<file path="src/rtl/data_mem_arbiter.sv">
// Two-port round-robin front end for a single-ported data memory.
// Handles one access at a time, with range checking and read-modify-write for sub-double stores.
module data_mem_arbiter #(
  parameter int unsigned MEM_BYTES = 1024
) (
  input  logic        clk,
  input  logic        rst,
  input  logic        req0_valid,
  output logic        req0_ready,
  input  logic [63:0] req0_addr,
  input  logic        req0_we,
  input  logic [1:0]  req0_size,
  input  logic        req0_unsigned,
  input  logic [63:0] req0_wdata,
  input  logic        req1_valid,
  output logic        req1_ready,
  input  logic [63:0] req1_addr,
  input  logic        req1_we,
  input  logic [1:0]  req1_size,
  input  logic        req1_unsigned,
  input  logic [63:0] req1_wdata,
  output logic        resp0_valid,
  output logic [63:0] resp0_rdata,
  output logic        resp0_err,
  output logic        resp1_valid,
  output logic [63:0] resp1_rdata,
  output logic        resp1_err,
  output logic [63:0] mem_address,
  output logic [63:0] mem_write_data,
  output logic        mem_write_en,
  output logic        mem_read_en,
  input  logic [63:0] mem_read_data
);

  localparam logic [1:0] IDLE  = 2'd0;
  localparam logic [1:0] READ  = 2'd1;
  localparam logic [1:0] WRITE = 2'd2;
  localparam logic [1:0] RESP  = 2'd3;

  typedef struct packed {
    logic        port;
    logic [63:0] addr;
    logic        we;
    logic [1:0]  size;
    logic        uns;
    logic [63:0] wdata;
    logic        err;
  } acc_t;

  logic [1:0]  state;
  logic        last_gnt;
  acc_t        acc_q, acc_n;
  logic [63:0] rd_q, merged, ext;
  logic [7:0]  bmask;
  logic        gnt, fire, idle, in_resp;

  assign idle       = !rst && state == IDLE;
  assign gnt        = (req0_valid && req1_valid) ? ~last_gnt : req1_valid;
  assign req0_ready = idle && req0_valid && !gnt;
  assign req1_ready = idle && req1_valid && gnt;
  assign fire       = req0_ready || req1_ready;

  always_comb begin
    acc_n       = '0;
    acc_n.port  = gnt;
    acc_n.addr  = gnt ? req1_addr     : req0_addr;
    acc_n.we    = gnt ? req1_we       : req0_we;
    acc_n.size  = gnt ? req1_size     : req0_size;
    acc_n.uns   = gnt ? req1_unsigned : req0_unsigned;
    acc_n.wdata = gnt ? req1_wdata    : req0_wdata;
    // 65-bit sum so addresses near 2^64 cannot wrap back into range
    acc_n.err   = ({1'b0, acc_n.addr} + 65'd7) > (65'(MEM_BYTES) - 65'd1);
  end

  always_ff @(posedge clk) begin
    if (rst) begin
      state    <= IDLE;
      last_gnt <= 1'b1;
      acc_q    <= '0;
      rd_q     <= '0;
    end else begin
      case (state)
        IDLE: if (fire) begin
          acc_q    <= acc_n;
          last_gnt <= acc_n.port;
          if (acc_n.err)                   state <= RESP;
          else if (acc_n.we && &acc_n.size) state <= WRITE;
          else                              state <= READ;
        end
        READ: begin
          rd_q  <= mem_read_data;
          state <= acc_q.we ? WRITE : RESP;
        end
        WRITE:   state <= RESP;
        default: state <= IDLE;
      endcase
    end
  end

  always_comb begin
    case (acc_q.size)
      2'd0:    bmask = 8'h01;
      2'd1:    bmask = 8'h03;
      2'd2:    bmask = 8'h0f;
      default: bmask = 8'hff;
    endcase
  end

  for (genvar i = 0; i < 8; i++) begin : g_merge
    assign merged[8*i +: 8] = bmask[i] ? acc_q.wdata[8*i +: 8] : rd_q[8*i +: 8];
  end

  always_comb begin
    case (acc_q.size)
      2'd0:    ext = {{56{!acc_q.uns && rd_q[7]}},  rd_q[7:0]};
      2'd1:    ext = {{48{!acc_q.uns && rd_q[15]}}, rd_q[15:0]};
      2'd2:    ext = {{32{!acc_q.uns && rd_q[31]}}, rd_q[31:0]};
      default: ext = rd_q;
    endcase
  end

  assign mem_read_en    = !rst && state == READ;
  assign mem_write_en   = !rst && state == WRITE;
  assign mem_address    = (mem_read_en || mem_write_en) ? acc_q.addr : '0;
  assign mem_write_data = mem_write_en ? merged : '0;

  assign in_resp     = !rst && state == RESP;
  assign resp0_valid = in_resp && !acc_q.port;
  assign resp1_valid = in_resp && acc_q.port;
  assign resp0_err   = resp0_valid && acc_q.err;
  assign resp1_err   = resp1_valid && acc_q.err;
  assign resp0_rdata = (resp0_valid && !acc_q.we && !acc_q.err) ? ext : '0;
  assign resp1_rdata = (resp1_valid && !acc_q.we && !acc_q.err) ? ext : '0;

endmodule
</file>
<file path="config.mk">
export PLATFORM = sky130hd
export DESIGN_NAME = data_mem_arbiter
export DESIGN_NICKNAME = d
export VERILOG_FILES = /design/src/rtl/data_mem_arbiter.sv
export SDC_FILE = /design/constraint.sdc
export NUM_CORES = 1
export LEC_CHECK = 0
export BUFFER_PORTS_ARGS = -buffer_cell sky130_fd_sc_hd__buf_2
export CORE_AREA = 2 2 232 234
export DETAILED_ROUTE_END_ITERATION = 8
export DIE_AREA = 0 0 234 236
export MAX_ROUTING_LAYER = met4
export PLACE_DENSITY = 0.47
export RECOVER_POWER = 25
export SLEW_MARGIN = 20
export SYNTH_ARGS = -nofsm -noshare
export SYNTH_HDL_FRONTEND = slang
export SYNTH_SLANG_ARGS = --single-unit
</file>
<file path="constraint.sdc">
create_clock -name clk -period 6 [get_ports clk]
set_input_delay 0.3 -clock clk [delete_from_list [all_inputs] [get_ports clk]]
set_output_delay 0.3 -clock clk [all_outputs]
set_load 0.1 [all_outputs]
</file>
==> results_dict.tcl <==
set metrics [dict create \
    antenna_found_initial 9 \
    final_cell_count_no_fill 3228 \
    peakVddDrop_mv 0.184 \
    cp.arrival_ps 5300 \
    die_w_um 234 \
    drt-initial-drc-count 1245 \
    areaGrowthSynthToFinish_pct 46.8 \
    worstMarginPinSlew_ps 4150 \
    met2_length_um 32000 \
    gp_congestion 0.944 \
    setup-tns-final_ps 0 \
    maxCapViolations 3 \
    initial_utilization_pct 24.6 \
    finalClockSkew_ps 11.9 \
    start_kind "register" \
    synth.most_common_cell "nor2_1" \
    synth_cell_type_count 74 \
    grt_max_degree 165 \
    drv_slew 189 \
    final_hold_viol_count 0 \
    dr.pass1.iters 6 \
    p_leak_nw 8.44 \
    yosys-top-cells-count "356 x nor2_1, 316 x nand2_1, 201 x dfxtp_1" \
    dp_cells 2995 \
    yosys.area.top_type "dfxtp_1" \
    netlist_area_sq_mm 0.0131 \
    syn_avg_cell_area_sq_um 7.15 \
    topRoutingLayerUsed "met4" \
    wire_per_inst_um 20.6 \
    ant_nets 0 \
    syn-num-nets 2163 \
    p_per_area_mw_per_mm2 315 \
    cp_slowest_cell "clkbuf_1" \
    drc 0 \
    grt_pass1_vias 15800 \
    drt_wl_total_um 66500 \
    worst-path-max-fanout 50 \
    reg2reg_depth 5 \
    yosys_warnings 0 \
    cts_root_buf "clkbuf_16" \
    finalNetCount 2846 \
    path_class "reg2reg" \
    crit_chain "inv_1 > ha_1 > clkbuf_1 > mux2i_1 > nor2_1" \
    core_region_area_sq_mm 0.0531 \
    cts_buffers 27 \
    drive_gt1_share_pct 26.4 \
    cts_sinks 201 \
    netlist.area_leader.share_pct 30.8 \
    endpoint_kind "register" \
    synth_edf_count 0 \
    rsz0062_at_grt "false" \
    post_cts_resized 0 \
    wl_met1_um 28200 \
    critPathMaxStageDelay_ps 2880 \
    ys_seq_elements 201 \
    required_ps 6280 \
    die_y_um 236 \
    yosysSeqAreaShare_pct 30.8 \
    vias 16500 \
    fillCellCount 5764 \
    port_buffers 595 \
    fmax_ghz 0.199 \
    cts_buffer_depth 3 \
    violations "capacitance limit, slew limit" \
    finalCriticalPeriod_ps 5020 \
    grt_overflow_total 0 \
    cts.clk_slew.worst_paths_ps 60 \
    whs_path_depth 3 \
    relSlewSlack_pct -177 \
    status "finished with violations" \
    fin_hold_ws_ps 34.5 \
    h-tree-depth 1 \
    synth_ff_type "dfxtp_1" \
    grt_pass1_wl_um 96800 \
    cts_tree "yes" \
    num_rows 85 \
    io_pins 596 \
    dieArea_sq_mm 0.0552 \
    power.total_mw 6.04 \
    hpwl_um 50100 \
    clk_latency_ps 560 \
    grt_usage_pct 23.3 \
    reg2reg_setup_slack_ps 980 \
    wl_met3_um 4350 \
    synthCells 1825 \
    synthTopCellsByArea "dfxtp_1 31%, mux2i_1 11%, nor2_1 10%" \
    setup_viol 0 \
    async_flop_share_pct 0 \
    period_share_pct 83.7 \
    hp-class "in2reg" \
    via_per_inst 5.10 \
]
==> metal layers <==
| metal | global-route usage (%) | vias to the layer above |
|---|---|---|
| li1 | - | 7817 |
| met3 | 3.48 | 106 |
| met1 | 28.6 | 7856 |
| met4 | 6.50 | 0 |
| met2 | 39.4 | 694 |
| met5 | - | - |
==> sequential cells by signal (all words and copies together), names as in the netlist <==
register / flops
acc_q: 134
rd_q: 64
state: 2
last_gnt: 1
==> cell usage in the layout, fill, tap and decap left out, types with 9 or more instances in the layout <==
cell / synthesis / layout
buf_2: 13 / 584
a21oi_1: 97 / 97
clkbuf_16: 0 / 27
a211oi_1: 53 / 53
dfxtp_1: 201 / 200
xnor2_1: 15 / 15
and3_1: 31 / 31
clkbuf_1: 119 / 21
or3_1: 12 / 12
nand2_1: 316 / 314
nor2b_1: 72 / 72
nor3_1: 36 / 36
nor4_1: 14 / 14
dlygate4sd3_1: 0 / 180
nand4_1: 33 / 33
xor2_1: 12 / 12
buf_4: 1 / 19
nand3_1: 48 / 48
a311oi_1: 77 / 77
mux2_2: 9 / 9
mux2i_1: 140 / 140
o21ai_0: 14 / 14
and2_1: 17 / 17
nor2_1: 356 / 355
==> final timing paths <==
check                     to      startpoint
setup reg to reg    rd_q[43]        state[1]
hold / removal     acc_q[59]  req0_wdata[58]
hold reg to reg   acc_q[133]      acc_q[133]
setup / recovery    rd_q[43]        state[1]
==> worst max-delay path: cells and delay by family, from the launching register on <==
family | cells | cell delay, ps
buffers and inverters | 2 | 2980
adder cells (fa/ha/maj) | 1 | 870
multiplexers | 1 | 390
flip-flops | 1 | 350
AND/OR/NAND/NOR | 1 | 70
==> cell type report <==
| type | instances | area, sq um | share of cell area [%] |
|---|---|---|---|
| timing repair buffer | 798 | 4950 | 25.8 |
| multi-input combinational | 1471 | 8450 | 44.1 |
| inverter | 9 | 33.8 | 0.176 |
| clock buffer | 38 | 747 | 3.90 |
| sequential | 201 | 4030 | 21.0 |
| clock inverter | 7 | 71.3 | 0.372 |
| tap | 696 | 871 | 4.54 |
| antenna | 8 | 20.0 | 0.104 |
==> through the flow <==
| stage | util [%] | setup WS, ps | cell area (sq um) |
|---|---|---|---|
| after floorplan | - | 1050 | 13100 |
| after global placement | 31.2 | 1340 | 16600 |
| after detailed placement | 31.2 | 1240 | 16600 |
| after CTS | 36.2 | 1280 | 19200 |
| after global routing | 36.1 | 451 | 19200 |
| final | 36.1 | 980 | 19200 |
==> logic make-up (layout without fill, tap and decap cells) <==
| group | Yosys count | count (layout) | share of synthesized area (%) |
|---|---|---|---|
| AND/OR/NAND/NOR | 973 | 973 | 33.4 |
| flip-flops | 201 | 201 | 30.8 |
| adder cells (fa/ha/maj) | 6 | 6 | 0.575 |
| XOR/XNOR | 27 | 27 | 1.81 |
| AO/OA/AOI/OAI | 315 | 315 | 17.1 |
| multiplexers | 150 | 150 | 11.6 |
| other | 0 | 8 | 0 |
| buffers and inverters | 153 | 852 | 4.61 |
==> repair_timing <==
item	CTS	global route
hold buffers	180	0
hold endpoints to repair	130	0
setup buffers	0	0
==> power breakdown <==
group,internal [mW],total (mW),switching [mW],leakage (nW)
sequential,1.66,1.88,0.214,1.65
combinational,0.864,2.60,1.74,6.40
clock,0.901,1.56,0.662,0.391
total,3.43,6.04,2.62,8.44
Power figures use the tool's default switching activity.
